[config.mk]
export PLATFORM = sky130hd
export DESIGN_NAME = ysyx_24080006_clint_flat
export DESIGN_NICKNAME = d
export VERILOG_FILES = /design/src/rtl/ysyx_24080006_clint_if.sv /design/src/rtl/ysyx_24080006_clint.sv /design/src/flat_wrapper.sv
export SDC_FILE = /design/constraint.sdc
export NUM_CORES = 1
export LEC_CHECK = 0
export ABC_CLOCK_PERIOD_IN_PS = 7050
export CAP_MARGIN = 30
export CORE_ASPECT_RATIO = 0.7
export CORE_MARGIN = 2
export CORE_UTILIZATION = 50
export DETAILED_ROUTE_END_ITERATION = 7
export PLACE_DENSITY = 0.8
export SETUP_SLACK_MARGIN = 0.4
export SYNTH_ARGS = -nofsm -noshare
export SYNTH_HDL_FRONTEND = slang
export SYNTH_SLANG_ARGS = --single-unit
[constraint.sdc]
create_clock -name clock -period 7.05 [get_ports clock]
set_input_delay 1.41 -clock clock [delete_from_list [all_inputs] [get_ports clock]]
set_output_delay 1.41 -clock clock [all_outputs]
set_load 0.01 [all_outputs]
[src/rtl/ysyx_24080006_clint_if.sv]
// Bus bundle for the CLINT slave. It carries the read channel (AR/R) and the
// write channel (AW/W/B) with valid/ready handshakes and 4-bit transaction IDs.
// master: drives requests and the response-ready signals.
// slave:  drives the ready signals and the responses (rdata/rresp/rid, bresp/bid).
interface ysyx_24080006_clint_if;
  logic        arvalid;
  logic        arready;
  logic [31:0] araddr;
  logic [3:0]  arid;
  logic        rvalid;
  logic        rready;
  logic [31:0] rdata;
  logic [1:0]  rresp;
  logic [3:0]  rid;
  logic        awvalid;
  logic        awready;
  logic [31:0] awaddr;
  logic [3:0]  awid;
  logic        wvalid;
  logic        wready;
  logic [31:0] wdata;
  logic [3:0]  wstrb;
  logic        bvalid;
  logic        bready;
  logic [1:0]  bresp;
  logic [3:0]  bid;

  modport master (
    output arvalid, araddr, arid, rready,
    output awvalid, awaddr, awid, wvalid, wdata, wstrb, bready,
    input  arready, rvalid, rdata, rresp, rid,
    input  awready, wready, bvalid, bresp, bid
  );

  modport slave (
    input  arvalid, araddr, arid, rready,
    input  awvalid, awaddr, awid, wvalid, wdata, wstrb, bready,
    output arready, rvalid, rdata, rresp, rid,
    output awready, wready, bvalid, bresp, bid
  );
endinterface

[src/rtl/ysyx_24080006_clint.sv]
// Read-only core-local interruptor timer. It keeps a free-running 64-bit mtime
// counter that advances once every MTIME_DIV clocks. mtime is readable at
// offsets 0xBFF8 (low word) and 0xBFFC (high word) of a 64 KiB window that
// starts at BASE. Every write is refused: SLVERR inside the window and DECERR
// outside it.
// Ports:
//   clock - sole clock, rising edge
//   reset - asynchronous, active-high
//   bus   - slave side of the AR/R/AW/W/B bus bundle
module ysyx_24080006_clint #(
  parameter int unsigned MTIME_DIV = 1,
  parameter logic [31:0] BASE      = 32'h0200_0000
) (
  input logic                   clock,
  input logic                   reset,
  ysyx_24080006_clint_if.slave  bus
);

  localparam logic [15:0] PRE_MAX  = 16'(MTIME_DIV - 1);
  localparam logic [1:0]  RESP_OK  = 2'b00;
  localparam logic [1:0]  RESP_SLV = 2'b10;
  localparam logic [1:0]  RESP_DEC = 2'b11;

  typedef enum logic {R_IDLE, R_RESP} r_state_t;
  typedef enum logic [1:0] {W_IDLE, W_GOT_AW, W_GOT_W, W_RESP} w_state_t;

  logic [63:0] mtime;
  logic [15:0] prescaler;

  r_state_t r_state, r_next;
  w_state_t w_state, w_next;

  logic ar_hs, r_hs, aw_hs, w_hs, b_hs;

  logic [31:0] ar_off, aw_off;
  logic        ar_in_win, aw_in_win;
  logic [31:0] rdata_d;
  logic [1:0]  rresp_d;

  // wdata, wstrb and the low awaddr bits never affect the outcome of a write.
  logic unused_wr;
  assign unused_wr = ^{bus.wdata, bus.wstrb};

  // ---------------------------------------------------------------- timer
  always_ff @(posedge clock or posedge reset) begin
    if (reset) begin
      mtime     <= '0;
      prescaler <= '0;
    end else if (prescaler == PRE_MAX) begin
      prescaler <= '0;
      mtime     <= mtime + 64'd1;
    end else begin
      prescaler <= prescaler + 16'd1;
    end
  end

  // ---------------------------------------------------------- handshakes
  assign ar_hs = bus.arvalid & bus.arready;
  assign r_hs  = bus.rvalid  & bus.rready;
  assign aw_hs = bus.awvalid & bus.awready;
  assign w_hs  = bus.wvalid  & bus.wready;
  assign b_hs  = bus.bvalid  & bus.bready;

  // The window check uses the offset so it also works for a non-64K-aligned BASE.
  assign ar_off    = bus.araddr - BASE;
  assign aw_off    = bus.awaddr - BASE;
  assign ar_in_win = (bus.araddr >= BASE) && (ar_off[31:16] == 16'h0000);
  assign aw_in_win = (bus.awaddr >= BASE) && (aw_off[31:16] == 16'h0000);

  // ---------------------------------------------------------- read decode
  always_comb begin
    rdata_d = '0;
    rresp_d = RESP_OK;
    if (!ar_in_win) begin
      rresp_d = RESP_DEC;
    end else if (bus.araddr[1:0] != 2'b00) begin
      rresp_d = RESP_SLV;
    end else if (ar_off[15:0] == 16'hBFF8) begin
      rdata_d = mtime[31:0];
    end else if (ar_off[15:0] == 16'hBFFC) begin
      rdata_d = mtime[63:32];
    end
  end

  // ------------------------------------------------------------ read FSM
  always_ff @(posedge clock or posedge reset) begin
    if (reset) r_state <= R_IDLE;
    else       r_state <= r_next;
  end

  always_comb begin
    r_next = r_state;
    unique case (r_state)
      R_IDLE: if (ar_hs) r_next = R_RESP;
      R_RESP: if (r_hs)  r_next = R_IDLE;
      default: r_next = R_IDLE;
    endcase
  end

  always_comb begin
    bus.arready = (r_state == R_IDLE);
    bus.rvalid  = (r_state == R_RESP);
  end

  // Response captured at acceptance; mtime here is the pre-increment value.
  always_ff @(posedge clock or posedge reset) begin
    if (reset) begin
      bus.rdata <= '0;
      bus.rresp <= '0;
      bus.rid   <= '0;
    end else if (ar_hs) begin
      bus.rdata <= rdata_d;
      bus.rresp <= rresp_d;
      bus.rid   <= bus.arid;
    end
  end

  // ----------------------------------------------------------- write FSM
  always_ff @(posedge clock or posedge reset) begin
    if (reset) w_state <= W_IDLE;
    else       w_state <= w_next;
  end

  always_comb begin
    w_next = w_state;
    unique case (w_state)
      W_IDLE: begin
        if (aw_hs && w_hs) w_next = W_RESP;
        else if (aw_hs)    w_next = W_GOT_AW;
        else if (w_hs)     w_next = W_GOT_W;
      end
      W_GOT_AW: if (w_hs)  w_next = W_RESP;
      W_GOT_W:  if (aw_hs) w_next = W_RESP;
      W_RESP:   if (b_hs)  w_next = W_IDLE;
      default:  w_next = W_IDLE;
    endcase
  end

  always_comb begin
    bus.awready = (w_state == W_IDLE) || (w_state == W_GOT_W);
    bus.wready  = (w_state == W_IDLE) || (w_state == W_GOT_AW);
    bus.bvalid  = (w_state == W_RESP);
  end

  // The write outcome depends only on the address, so it is settled at AW time.
  always_ff @(posedge clock or posedge reset) begin
    if (reset) begin
      bus.bresp <= '0;
      bus.bid   <= '0;
    end else if (aw_hs) begin
      bus.bresp <= aw_in_win ? RESP_SLV : RESP_DEC;
      bus.bid   <= bus.awid;
    end
  end

endmodule

[src/flat_wrapper.sv]
// flat-port wrapper written by rule: the top's interface ports become plain ports
module ysyx_24080006_clint_flat 
#(
  parameter int unsigned MTIME_DIV = 1,
  parameter logic [31:0] BASE      = 32'h0200_0000
)
  (clock, reset, bus_arvalid, bus_araddr, bus_arid, bus_rready, bus_awvalid, bus_awaddr, bus_awid, bus_wvalid, bus_wdata, bus_wstrb, bus_bready, bus_arready, bus_rvalid, bus_rdata, bus_rresp, bus_rid, bus_awready, bus_wready, bus_bvalid, bus_bresp, bus_bid);
  ysyx_24080006_clint_if bus_i ();
  input logic clock;
  input logic reset;
  input wire logic [$bits(bus_i.arvalid)-1:0] bus_arvalid;
  input wire logic [$bits(bus_i.araddr)-1:0] bus_araddr;
  input wire logic [$bits(bus_i.arid)-1:0] bus_arid;
  input wire logic [$bits(bus_i.rready)-1:0] bus_rready;
  input wire logic [$bits(bus_i.awvalid)-1:0] bus_awvalid;
  input wire logic [$bits(bus_i.awaddr)-1:0] bus_awaddr;
  input wire logic [$bits(bus_i.awid)-1:0] bus_awid;
  input wire logic [$bits(bus_i.wvalid)-1:0] bus_wvalid;
  input wire logic [$bits(bus_i.wdata)-1:0] bus_wdata;
  input wire logic [$bits(bus_i.wstrb)-1:0] bus_wstrb;
  input wire logic [$bits(bus_i.bready)-1:0] bus_bready;
  output wire logic [$bits(bus_i.arready)-1:0] bus_arready;
  output wire logic [$bits(bus_i.rvalid)-1:0] bus_rvalid;
  output wire logic [$bits(bus_i.rdata)-1:0] bus_rdata;
  output wire logic [$bits(bus_i.rresp)-1:0] bus_rresp;
  output wire logic [$bits(bus_i.rid)-1:0] bus_rid;
  output wire logic [$bits(bus_i.awready)-1:0] bus_awready;
  output wire logic [$bits(bus_i.wready)-1:0] bus_wready;
  output wire logic [$bits(bus_i.bvalid)-1:0] bus_bvalid;
  output wire logic [$bits(bus_i.bresp)-1:0] bus_bresp;
  output wire logic [$bits(bus_i.bid)-1:0] bus_bid;
  assign bus_i.arvalid = bus_arvalid;
  assign bus_i.araddr = bus_araddr;
  assign bus_i.arid = bus_arid;
  assign bus_i.rready = bus_rready;
  assign bus_i.awvalid = bus_awvalid;
  assign bus_i.awaddr = bus_awaddr;
  assign bus_i.awid = bus_awid;
  assign bus_i.wvalid = bus_wvalid;
  assign bus_i.wdata = bus_wdata;
  assign bus_i.wstrb = bus_wstrb;
  assign bus_i.bready = bus_bready;
  assign bus_arready = bus_i.arready;
  assign bus_rvalid = bus_i.rvalid;
  assign bus_rdata = bus_i.rdata;
  assign bus_rresp = bus_i.rresp;
  assign bus_rid = bus_i.rid;
  assign bus_awready = bus_i.awready;
  assign bus_wready = bus_i.wready;
  assign bus_bvalid = bus_i.bvalid;
  assign bus_bresp = bus_i.bresp;
  assign bus_bid = bus_i.bid;
  ysyx_24080006_clint #(.MTIME_DIV(MTIME_DIV), .BASE(BASE)) u_core (.clock(clock), .reset(reset), .bus(bus_i));
endmodule
==> impl_metrics.json, run 1 <==
{
  "initial_core_util_pct": 51.5,
  "avgSynthCellArea_um2": 10.6,
  "area_growth_pct": 29.0,
  "clock_skew_ns": 0.00791,
  "viasPerCell": 5.62,
  "cp-start-kind": "input pin",
  "synth_cell_types": 39,
  "maxSlewHeadroom_pct": 35.1,
  "grt.overflow.total": 0,
  "worst_hold_path.num_cells": 1,
  "finalMaxSlewViolations": 0,
  "synth_edf_count": 0,
  "path_depth": 9,
  "cts_buffer_depth": 2,
  "routed_wl_um": 14600,
  "synth_nets": 694,
  "rsz0062_at_grt": "no",
  "critPathSlowestCell": "clkdlybuf4s50_1",
  "layout.nets": 811,
  "critPathBufInv": 3,
  "cts-root-buf": "clkbuf_16",
  "grt_pass1_wl_um": 23200,
  "synthFlopType": "dfrtp_1",
  "drive_above_1_share_pct": 7.34,
  "syn_inst": 569,
  "grt_usage_pct": 23.4,
  "synth-seq-cells": 127,
  "coreArea_um2": 11700,
  "switching_share_pct": 24.2,
  "cts_resized": 0,
  "setup_tns_ns": 0,
  "ant_nets": 0,
  "die_height_um": 96.0,
  "hold_violations": 0,
  "fmax_mhz": 300,
  "ioPinCount": 164,
  "fin_crit_ns": 3.34,
  "h-tree-depth": 4,
  "wl_per_cell_um": 17.1,
  "max-vdd-ir-drop_mv": 0.168,
  "fin_area_um2": 7790,
  "status": "completed",
  "clkSinkCount": 127,
  "leakage_nw": 3.41,
  "required_ns": 7.37,
  "power_frac_seq_pct": 43.8,
  "rows": 33,
  "drc": 0,
  "cts.clk_slew.worst_paths_ns": 0.05,
  "r2r_slack_ns": 4.20,
  "io_buffers": 111,
  "p_int_w": 0.00135,
  "dr.pass1.iters": 5,
  "synth-seq-area-share_pct": 52.6,
  "cp_slowest_stage_delay_ns": 0.51,
  "power_frac_comb_pct": 15.4,
  "die-width_um": 135,
  "numCtsBuffers": 17,
  "end_kind": "flip-flop",
  "yosysWarnings": 0,
  "vias": 4787,
  "async_flop_share_pct": 100,
  "crit_family": "simple AND/OR/NAND/NOR gates",
  "tightestPinTransition_ns": 0.973,
  "cts_setup_buffers": 0,
  "diodes": 0,
  "grt_max_degree": 78,
  "worstHoldPathType": "reg2reg",
  "drt_iter0_markers": 295,
  "grt_antenna_before_repair": 0,
  "placed_area_um2": 7290,
  "synth_area_um2": 6040,
  "period_share_pct": 47.3,
  "power_density_nw_per_um2": 228,
  "r2r_cells": 7,
  "cp_max_fo": 22,
  "insertion_delay_ns": 0.41,
  "setup_viol": 0,
  "cts_hold_buffers": 0,
  "path_cells": "clkdlybuf4s50_1, inv_1, ha_1, xnor2_1, nand4_1, nor4_1, nand2_1, buf_8, o21ai_0",
  "p_sw_w": 0.000429,
  "gp_routability_congestion": 0.897,
  "clkPwrFrac_pct": 40.8,
  "grt_pass1_vias": 4620,
  "dp_hpwl_um": 10200,
  "cts_tree": "done",
  "arrival_ns": 3.66,
  "crit_type": "in2reg",
  "max_cap_viol_count": 0,
  "die_area_um2": 13000
}
==> flip-flops by register name, indices dropped and copies added (netlist names) <==
register / cells
u_core.mtime: 64
u_core.bus.rdata: 32
u_core.prescaler: 16
u_core.bus.bid: 4
u_core.bus.rid: 4
u_core.bus.bresp: 2
u_core.bus.rresp: 2
u_core.w_state: 2
u_core.bus.rvalid: 1
==> final cells by class <==
cell class | count | area (µm²)
clock inverter | 9 | 50.0
tap | 157 | 196
inverter | 18 | 70.1
multi-input combinational | 408 | 2730
fill | 869 | 3930
clock buffer | 19 | 433
timing repair buffer | 114 | 1140
sequential | 127 | 3180
==> placed cells by master (no fill, tap or decap), drive strengths merged, types with 2 or more instances in the layout <==
master         instances
clkinvlp               2
nor3                  14
xor2                  27
inv                   18
a21oi                  4
mux2i                 33
buf                    4
nor2                  26
nand4                 29
and2                   4
clkdlybuf4s50        110
nor4b                  3
mux2                   9
or4                    2
ha                    10
and3                  12
and4                   7
clkinv                 7
or3                    3
nand2                 68
dfrtp                127
clkbuf                19
nor4                  23
o21ai                 35
or2                    3
nand3                 38
xnor2                 52
==> cells in the mapped netlist, types with 4 or more instances <==
cell type,n,area (µm²)
inv_1,18,67.6
nor4_1,21,131
nand2_1,68,255
nand4_1,26,163
mux2_2,9,101
mux2i_1,33,330
o21ai_0,35,175
nand3_1,38,190
xnor2_1,52,455
nor2_1,26,97.6
nor3_1,13,65.1
a21oi_1,4,20.0
ha_1,10,125
dfrtp_1,127,3180
and4_1,6,52.6
clkbuf_1,12,45.0
xor2_1,27,236
and3_1,12,75.1
and2_1,4,25.0
==> final timing paths <==
path                                              endpoint                       startpoint
min in group asynchronous    u_core.prescaler[2]$_DFF_PP0_                            reset
min                        u_core.bus.bresp[0]$_DFFE_PP0P_  u_core.bus.bresp[0]$_DFFE_PP0P_
min reg2reg                u_core.bus.bresp[0]$_DFFE_PP0P_  u_core.bus.bresp[0]$_DFFE_PP0P_
max reg2reg                   u_core.mtime[35]$_DFFE_PP0N_    u_core.prescaler[0]$_DFF_PP0_
max                        u_core.bus.rdata[5]$_DFFE_PP0P_                   bus_araddr[25]
max in group asynchronous      u_core.mtime[2]$_DFFE_PP0N_                            reset
==> per-layer routing <==
metal,track usage (%),part of all wire [%],vias to the layer above
met5,0,0,-
met4,8.16,1.2,0
met3,6.48,8.4,20
met2,36.4,45,186
met1,31.8,45,2353
li1,-,-,2228
==> stage by stage <==
stage	power, W	utilization [%]	cells	hold slack, ns	setup WS (ns)
finish	0.00178	66.5	852	0.477	3.71
global placement	0.00105	62.2	823	0.451	3.09
global route	0.00185	66.5	852	0.502	3.46
detailed placement	0.00107	62.2	823	0.467	2.97
CTS	0.00179	66.3	851	0.480	3.39
floorplan	0.000925	-	569	0.441	2.26
==> kinds of logic (layout without fill, tap and decap cells) <==
group | Yosys count | count (layout) | share of synthesized area (%)
AND/OR/NAND/NOR | 235 | 235 | 20.9
flip-flops | 127 | 127 | 52.6
XOR/XNOR | 79 | 79 | 11.5
AO/OA/AOI/OAI | 42 | 42 | 3.60
multiplexers | 42 | 42 | 7.15
buffers and inverters | 34 | 160 | 2.22
adder cells (fa/ha/maj) | 10 | 10 | 2.07
==> power groups by stage <==
| stage | clock (W) | combinational [W] | sequential, W |
|---|---|---|---|
| 4_1_cts | 0.000738 | 0.000276 | 0.000777 |
| 3_5_place_dp | 0 | 0.000275 | 0.000790 |
| 6_report | 0.000725 | 0.000272 | 0.000778 |
| 2_1_floorplan | 0 | 0.000127 | 0.000799 |
| 3_3_place_gp | 0 | 0.000261 | 0.000787 |
| 5_1_grt | 0.000769 | 0.000296 | 0.000781 |
(Power assumes the default switching activity.)
==> inputs of run 2 (changes only) <==
--- a/config.mk
+++ b/config.mk
@@ -5,13 +5,13 @@
 export SDC_FILE = /design/constraint.sdc
 export NUM_CORES = 1
 export LEC_CHECK = 0
-export ABC_CLOCK_PERIOD_IN_PS = 7050
+export ABC_CLOCK_PERIOD_IN_PS = 2800
 export CAP_MARGIN = 30
 export CORE_ASPECT_RATIO = 0.7
 export CORE_MARGIN = 2
-export CORE_UTILIZATION = 50
+export CORE_UTILIZATION = 44
 export DETAILED_ROUTE_END_ITERATION = 7
-export PLACE_DENSITY = 0.8
+export PLACE_DENSITY = 0.75
 export SETUP_SLACK_MARGIN = 0.4
 export SYNTH_ARGS = -nofsm -noshare
 export SYNTH_HDL_FRONTEND = slang
==> constraint.sdc (replaced) <==
create_clock -name clock -period 2.8 [get_ports clock]
set_input_delay 0.56 -clock clock [delete_from_list [all_inputs] [get_ports clock]]
set_output_delay 0.56 -clock clock [all_outputs]
set_load 0.01 [all_outputs]
==> run 2 against run 1 <==
Against the previous run: die area is 13% higher; critical path depth is 5 lower; final cell count is 5.0% higher; combinational power grew to 2.5 times the previous value.
==> impl_metrics.json, run 2 (synthesis results as in run 1) <==
{
  "dp_hpwl_um": 10600,
  "met3RoutedLength_um": 1270,
  "grt_pass1_wl_um": 23700,
  "drive_above_1_share_pct": 10.3,
  "met2_wirelength_um": 6480,
  "clkPwrFrac_pct": 47.3,
  "cts_tree": "done",
  "initial_core_util_pct": 45.5,
  "setup_viol": 0,
  "numCtsBuffers": 17,
  "h-tree-depth": 4,
  "drc": 0,
  "power_frac_comb_pct": 13.6,
  "power_density_nw_per_um2": 615,
  "wl_per_cell_um": 16.6,
  "cts.clk_slew.worst_paths_ns": 0.06,
  "status": "completed",
  "cts_buffer_depth": 2,
  "top_layer": "met4",
  "worstHoldPathType": "reg2reg",
  "grt_antenna_before_repair": 0,
  "arrival_ns": 1.75,
  "rows": 35,
  "instances_no_fill": 895,
  "finalMaxSlewViolations": 0,
  "tightestPinTransition_ns": 0.904,
  "met1Wirelength_um": 7010,
  "cts-root-buf": "clkbuf_16",
  "setup_tns_ns": 0,
  "diodes": 0,
  "multiInputGateArea_um2": 2760,
  "final_cell_mix": "125 x dfrtp_1, 108 x clkdlybuf4s50_1, 68 x nand2_1",
  "cp-start-kind": "flip-flop",
  "ioPinCount": 164,
  "maxSlewHeadroom_pct": 39.2,
  "fin_crit_ns": 2.31,
  "crit_type": "reg2out",
  "die_area_um2": 14700,
  "final_common_cell": "dfrtp_1",
  "max-vdd-ir-drop_mv": 0.365,
  "p_int_w": 0.00381,
  "grt_usage_pct": 20.9,
  "die-width_um": 144,
  "cts_hold_buffers": 0,
  "power_frac_seq_pct": 39.1,
  "drt_iter0_markers": 397,
  "ant_nets": 0,
  "dp_cells": 863,
  "coreArea_um2": 13300,
  "routed_wl_um": 14800,
  "leakage_nw": 3.56,
  "top_register": "u_core.mtime",
  "period_share_pct": 82.5,
  "hold_violations": 0,
  "dr.pass1.iters": 7,
  "max_cap_viol_count": 0,
  "layout.nets": 822,
  "vias": 4837,
  "viasPerCell": 5.40,
  "clock_skew_ns": 0.00974,
  "grt_max_degree": 52,
  "clkSinkCount": 127,
  "seq_area_um2": 3180,
  "fmax_mhz": 433,
  "gp_routability_congestion": 0.895,
  "grt_pass1_vias": 4854,
  "top_regs": "u_core.mtime x64, u_core.bus.rdata x32, u_core.prescaler x16",
  "p_sw_w": 0.00118,
  "switching_share_pct": 23.7,
  "grt.overflow.total": 0,
  "io_buffers": 111,
  "cp_max_fo": 4,
  "fillerInstances": 1073,
  "required_ns": 2.24,
  "end_kind": "output port",
  "area_growth_pct": 34.5,
  "rsz0062_at_grt": "no",
  "largest_reg_flops": 64,
  "die_height_um": 102,
  "insertion_delay_ns": 0.42
}
[run 2: power by group through the flow]
stage	Sequential (W)	Combinational (W)	Clock, W
finish	0.00195	0.000680	0.00237
global route	0.00196	0.000741	0.00249
CTS	0.00195	0.000686	0.00240
detailed placement	0.00199	0.000701	0
global placement	0.00198	0.000668	0
floorplan	0.00201	0.000320	0
[run 2: cell type report]
| class | count | share of cell area (%) |
|---|---|---|
| Clock inverter | 14 | 2.53 |
| Clock buffer | 18 | 5.41 |
| Sequential cell | 127 | 39.1 |
| Tap cell | 185 | 2.85 |
| Inverter | 18 | 0.878 |
| Timing Repair Buffer | 125 | 15.2 |
| Multi-Input combinational cell | 408 | 34.0 |
[run 2: worst max-delay path, stage by stage (launching register included)]
cell	delay [ns]
dfrtp_1	0.38
inv_1	0.11
ha_1	0.24
or2_2	0.31
dlygate4sd2_1	0.29
[run 2: layer usage]
metal,vias to the layer above,track usage [%]
met1,2380,29.5
met3,11,5.86
met2,191,31.9
li1,2255,-
met4,0,5.58
met5,-,0
[run 2: stage by stage]
step / hold WS [ns] / setup WS [ns] / util, % / area (µm²) / power, W
floorplan: 0.441 / 0.664 / - / 6040 / 0.00233
global placement: 0.451 / 0.278 / 56.1 / 7450 / 0.00265
detailed placement: 0.455 / 0.203 / 56.1 / 7450 / 0.00269
CTS: 0.473 / 0.426 / 61.0 / 8090 / 0.00504
global route: 0.483 / 0.370 / 61.2 / 8120 / 0.00519
finish: 0.471 / 0.491 / 61.2 / 8120 / 0.00500
[run 2: what timing repair did]
action / in CTS / in global routing
buffers inserted: 0 / 0
gates resized for setup: 3 / 6
endpoints found under the setup margin: 5 / 23
[run 2: final timing paths]
| kind | from | to | slack, ns | cells after the start |
|---|---|---|---|---|
| max reg2reg | u_core.prescaler[7]$_DFF_PP0_ | u_core.mtime[59]$_DFFE_PP0N_ | 0.49 | 5 |
| min in group asynchronous | reset | u_core.prescaler[8]$_DFF_PP0_ | 0.54 | 2 |
| max in group asynchronous | reset | u_core.mtime[1]$_DFFE_PP0N_ | 1.62 | 3 |
| min reg2reg | u_core.bus.bresp[1]$_DFFE_PP0P_ | u_core.bus.bresp[1]$_DFFE_PP0P_ | 0.47 | 1 |
| max | u_core.w_state[0]$_DFFE_PP0P_ | bus_wready | 0.49 | 4 |
| min | u_core.bus.bresp[1]$_DFFE_PP0P_ | u_core.bus.bresp[1]$_DFFE_PP0P_ | 0.47 | 1 |
